===== src/rtl/hex_disp_ctrl.sv =====
// Hex display controller. A load scans the value MSD first through a shared
// hex-to-segment decoder into a shadow register. After the scan, the shadow
// is committed atomically to the displayed bytes. A free-running prescaler
// drives an optional blink that blanks the whole display on alternate phases.
module hex_disp_ctrl #(
  parameter int NDIGITS   = 6,
  parameter int BLINK_DIV = 25000000
) (
  input  logic                   clk,
  input  logic                   rst_n,
  input  logic [4*NDIGITS-1:0]   value,
  input  logic                   load_valid,
  output logic                   load_ready,
  input  logic                   blank_lz,
  input  logic                   blink_en,
  input  logic [NDIGITS-1:0]     dot_mask,
  output logic [3:0]             dec_nibble,
  input  logic [7:0]             dec_led,
  output logic [8*NDIGITS-1:0]   hex,
  output logic                   busy,
  output logic                   done
);

  localparam int IDX_W = (NDIGITS > 1) ? $clog2(NDIGITS) : 1;
  localparam int CNT_W = $clog2(BLINK_DIV);
  localparam logic [IDX_W-1:0] IDX_MSD  = IDX_W'(NDIGITS - 1);
  localparam logic [CNT_W-1:0] CNT_LAST = CNT_W'(BLINK_DIV - 1);

  typedef enum logic [1:0] {
    IDLE,
    SCAN,
    COMMIT
  } state_t;

  state_t                 r_state;
  state_t                 w_state_nxt;
  logic                   w_accept;
  logic                   w_load_ready;
  logic                   w_busy;

  logic [4*NDIGITS-1:0]   r_val;
  logic                   r_blank_lz;
  logic                   r_blink_cap;
  logic [NDIGITS-1:0]     r_dot;

  logic [IDX_W-1:0]       r_idx;
  logic                   r_lz;
  logic [8*NDIGITS-1:0]   r_sh;
  logic [8*NDIGITS-1:0]   w_sh_nxt;
  logic [8*NDIGITS-1:0]   r_disp;
  logic                   r_done;
  logic                   r_blink_act;

  logic [CNT_W-1:0]       r_presc;
  logic                   r_phase;

  logic [3:0]             w_nib;
  logic                   w_dot;
  logic                   w_blank;
  logic [7:0]             w_byte;

  // FSM state register; reset aborts any scan in progress
  always_ff @(posedge clk or negedge rst_n) begin
    if (!rst_n) r_state <= IDLE;
    else        r_state <= w_state_nxt;
  end

  // FSM next state and handshake outputs
  always_comb begin
    w_state_nxt  = r_state;
    w_load_ready = 1'b0;
    w_busy       = 1'b1;
    w_accept     = 1'b0;
    case (r_state)
      IDLE: begin
        w_load_ready = 1'b1;
        w_busy       = 1'b0;
        if (load_valid) begin
          w_accept    = 1'b1;
          w_state_nxt = SCAN;
        end
      end
      SCAN: begin
        if (r_idx == '0) w_state_nxt = COMMIT;
      end
      COMMIT: begin
        w_state_nxt = IDLE;
      end
      default: begin
        w_state_nxt = IDLE;
      end
    endcase
  end

  // Select the digit under scan and form its shadow byte
  always_comb begin
    w_nib = '0;
    w_dot = 1'b0;
    for (int i = 0; i < NDIGITS; i++) begin
      if (r_idx == IDX_W'(i)) begin
        w_nib = r_val[i*4 +: 4];
        w_dot = r_dot[i];
      end
    end
    // Digit 0 is never blanked so a zero value still shows "0"
    w_blank = r_blank_lz & r_lz & (w_nib == 4'd0) & (r_idx != '0);
    w_byte  = w_blank ? 8'hFF : {dec_led[7] & ~w_dot, dec_led[6:0]};
  end

  // Shadow byte update for the digit being scanned
  always_comb begin
    w_sh_nxt = r_sh;
    for (int i = 0; i < NDIGITS; i++) begin
      if ((r_state == SCAN) && (r_idx == IDX_W'(i))) w_sh_nxt[i*8 +: 8] = w_byte;
    end
  end

  // Load capture; data path needs no reset since a scan always follows
  always_ff @(posedge clk) begin
    if (w_accept) begin
      r_val       <= value;
      r_blank_lz  <= blank_lz;
      r_blink_cap <= blink_en;
      r_dot       <= dot_mask;
    end
  end

  // Scan index and leading-zero tracking
  always_ff @(posedge clk or negedge rst_n) begin
    if (!rst_n) begin
      r_idx <= IDX_MSD;
      r_lz  <= 1'b1;
    end else if (w_accept) begin
      r_idx <= IDX_MSD;
      r_lz  <= 1'b1;
    end else if (r_state == SCAN) begin
      if (r_idx != '0)   r_idx <= r_idx - IDX_W'(1);
      if (w_nib != 4'd0) r_lz  <= 1'b0;
    end
  end

  // Shadow register
  always_ff @(posedge clk or negedge rst_n) begin
    if (!rst_n) r_sh <= '1;
    else        r_sh <= w_sh_nxt;
  end

  // Atomic commit of the shadow into the displayed bytes, with done pulse
  always_ff @(posedge clk or negedge rst_n) begin
    if (!rst_n) begin
      r_disp      <= '1;
      r_done      <= 1'b0;
      r_blink_act <= 1'b0;
    end else begin
      r_done <= (r_state == COMMIT);
      if (r_state == COMMIT) begin
        r_disp      <= r_sh;
        r_blink_act <= r_blink_cap;
      end
    end
  end

  // Free-running blink prescaler, independent of loads
  always_ff @(posedge clk or negedge rst_n) begin
    if (!rst_n) begin
      r_presc <= '0;
      r_phase <= 1'b0;
    end else if (r_presc == CNT_LAST) begin
      r_presc <= '0;
      r_phase <= ~r_phase;
    end else begin
      r_presc <= r_presc + CNT_W'(1);
    end
  end

  assign load_ready = w_load_ready;
  assign busy       = w_busy;
  assign done       = r_done;
  assign dec_nibble = (r_state == SCAN) ? w_nib : 4'd0;
  assign hex        = (r_blink_act & r_phase) ? '1 : r_disp;

endmodule


===== config.mk =====
export PLATFORM = sky130hd
export DESIGN_NAME = hex_disp_ctrl
export DESIGN_NICKNAME = d
export VERILOG_FILES = /design/src/rtl/hex_disp_ctrl.sv
export SDC_FILE = /design/constraint.sdc
export NUM_CORES = 1
export LEC_CHECK = 0
export CORE_ASPECT_RATIO = 1.25
export CORE_UTILIZATION = 40
export DETAILED_ROUTE_END_ITERATION = 8
export GPL_ROUTABILITY_DRIVEN = 0
export PLACE_DENSITY = 0.68
export SETUP_SLACK_MARGIN = 0.3
export SLEW_MARGIN = 25
export SYNTH_ARGS = -nofsm -noshare
export SYNTH_HDL_FRONTEND = slang
export SYNTH_SLANG_ARGS = --single-unit

===== constraint.sdc =====
create_clock -name clk -period 4.4 [get_ports clk]
set_clock_uncertainty 0.15 [all_clocks]
set_input_delay 0.66 -clock clk [delete_from_list [all_inputs] [get_ports clk]]
set_output_delay 0.66 -clock clk [all_outputs]
set_load 0.005 [all_outputs]

==> out/results.txt <==
Req. time, crit path - 3590 ps
Pleak - 3.55 nW
Worst-margin pin slew - 880 ps
CTS root buffer - clkbuf_16
F_max - 272 MHz
Outcome - completed
Largest net degree at the start of global routing - 70
Core area - 17400 um2
Final period utilization - 83.5%
Layout cell share with drive strength beyond 1 - 32.3%
DR pass1 iterations - 5
Routed wire length - 15400 um
Worst hold path class - input port to asynchronous set/reset pin
Max_cap viols - 0
Crit-path max FO - 13
Pwr Density - 695 nW/um2
CP startpoint kind - flop
Die area - 18400 um2
Post-Synthesis Cells - 564
Post-Syn Area - 7130 um2
Post-synth ARST share - 80.2%
Most common library cell in the layout ignoring fill and taps - dfstp_2
Avg Cell Area, Syn - 12.6 um2
CP arrival - 2860 ps
HPWL Detailed - 10900 um
Final ANT Viol Nets - 0
Number of global-route vias before repair - 4821
Tmin final - 3670 ps
Commonest non-fill, non-tap cells in the layout - dfstp_2, clkdlybuf4s50_1, nor2_1, mux2_2, nand2b_1
Synth unique cells - 53
TritonCTS clock tree - done
DRT iter0 DRCs - 247
Maximum vdd ir drop - 304 uV
Setup violations, final - 0
Vias/cell - 5.15
Antenna Cells - 0
Post-CTS resize count - 0
EDFF count, synth - 32
Row count - 54
Slew Limit Fails - 0
Synth Flop Type - dfstp_2
Synth area leader - dfstp_2
Skew-Pair Late Insertion Delay - 430 ps
Initial antenna violation count - 0
Slew Limit Headroom - 41.2%
Synth top area share - 36.5%
Port Buf Inserts - 97
CTS Buf Count - 17
Post-CTS Setup Inserts - 0
Hold-fix buffers at CTS - 0
Worst-path clk slew - 60 ps
Worst setup path class - flop to primary output
Hold Fails Final Rpt - 0
GRT Util Overall - 18.1%
Initial Util - 40.9%
Clock sink count - 162
Syn. warnings - 0
Layout area overhead - 24.4%
Nets - 709
Mapped Nets - 613
Via count - 4614
# IOs - 98
Max H-tree Level - 4
Setup TNS - 0 ps
DR DRC count - 0
Crit end category - primary output
Sequential share of the synthesized area - 60.8%
Worst hold slack - 170 ps
Clock Path Buffers - 2
Synth top area cells - dfstp_2, edfxtp_1, dfrtp_1
Die Wd - 121 um
Chip Height - 151 um
GR Overflow Total - 0
RSZ-0062 raised after global routing - no
FF+latch count, synth - 162
First-pass GRT wire length - 25400 um
Mean routed wirelength per cell - 17.2 um
[sequential cells by signal, indices dropped and copies added, names as in the netlist, 2 cells and up]
register	cells
r_sh	48
r_presc	25
r_disp	48
r_dot	6
r_state	2
r_idx	3
r_val	24
[cell families (layout without fill, tap and decap cells)]
| kind of cell | Yosys count | in the layout | share of synthesized area [%] |
|---|---|---|---|
| DFF | 162 | 162 | 60.8 |
| buffers and inverters | 33 | 141 | 2.23 |
| xor gates and xnor gates | 24 | 24 | 2.95 |
| adders and majority gates | 6 | 6 | 1.05 |
| and+or+nand+nor | 212 | 212 | 15.5 |
| AOI/OAI and AO/OA | 50 | 50 | 5.63 |
| muxes | 77 | 77 | 11.8 |
[per-layer routing]
| layer | GRT usage [%] | wire length, um | vias to the layer above | share of wire (%) |
|---|---|---|---|---|
| met5 | 0 | 0 | - | 0 |
| met4 | 7.90 | 373 | 0 | 2.4 |
| met3 | 3.99 | 590 | 30 | 3.8 |
| met2 | 30.1 | 7750 | 123 | 50 |
| met1 | 22.6 | 6710 | 2316 | 44 |
| li1 | - | - | 2145 | - |
[worst max-delay path: stages, from the launching register on]
cell and delay (ps):
dfrtp_1 420, inv_1 130, ha_1 400, a21oi_1 130, a221oi_1 510, nor2_1 150, nor2_1 170, clkdlybuf4s50_1 520
[power breakdown]
group / internal (mW) / switching [mW]
sequential: 2.41 / 0.294
combinational: 1.12 / 0.883
clock: 0.896 / 0.567
total: 4.42 / 1.74
[cell type report]
class,count,area (um2)
clock inverters,5,78.8
fillers,1536,8560
well taps,224,280
clock buffers,26,500
multi-input cells,369,2650
repair buffers,101,998
inverters,9,33.8
flip-flops and latches,162,4340
[synthesized netlist by cell type, drive strengths merged (2+ instances only)]
cell type and count:
nand4 9, inv 9, nor4 2, ha 6, nor2b 7, xnor2 13, mux2 56, or2 3
dfstp 99, nand3b 4, dfrtp 31, a21oi 21, buf 9, and4 5, o21ai 10, mux2i 21
nand3 12, a221oi 5, nand2 40, and3 3, a22o 2, and2 8, xor2 11, nor2 58
o31a 2, edfxtp 32, nand2b 50, nor3 6, clkbuf 15
[stage by stage]
stage	cells	power, mW	setup slack (ps)	instance area [um2]	utilization (%)
floorplan	564	3.83	1920	7130	-
CTS	896	6.22	775	8870	50.9
finish	896	6.16	727	8870	50.9
detailed placement	865	4.73	1170	8290	47.6
global placement	865	4.65	1290	8290	47.6
global route	896	6.52	561	8870	50.9
[path summary, 6_finish.rpt]
kind	start	endpoint	slack, ps	cells past startpoint
setup / recovery	r_idx[1]	dec_nibble[2]	730	7
hold / removal	rst_n	r_presc[14]	170	1
setup reg to reg	r_idx[1]	r_sh[39]	1130	7
hold reg to reg	r_presc[0]	r_presc[0]	310	1
max in group asynchronous	rst_n	r_sh[34]	2810	2
min in group clk	r_presc[0]	r_presc[0]	310	1
(Power assumes the default switching activity.)
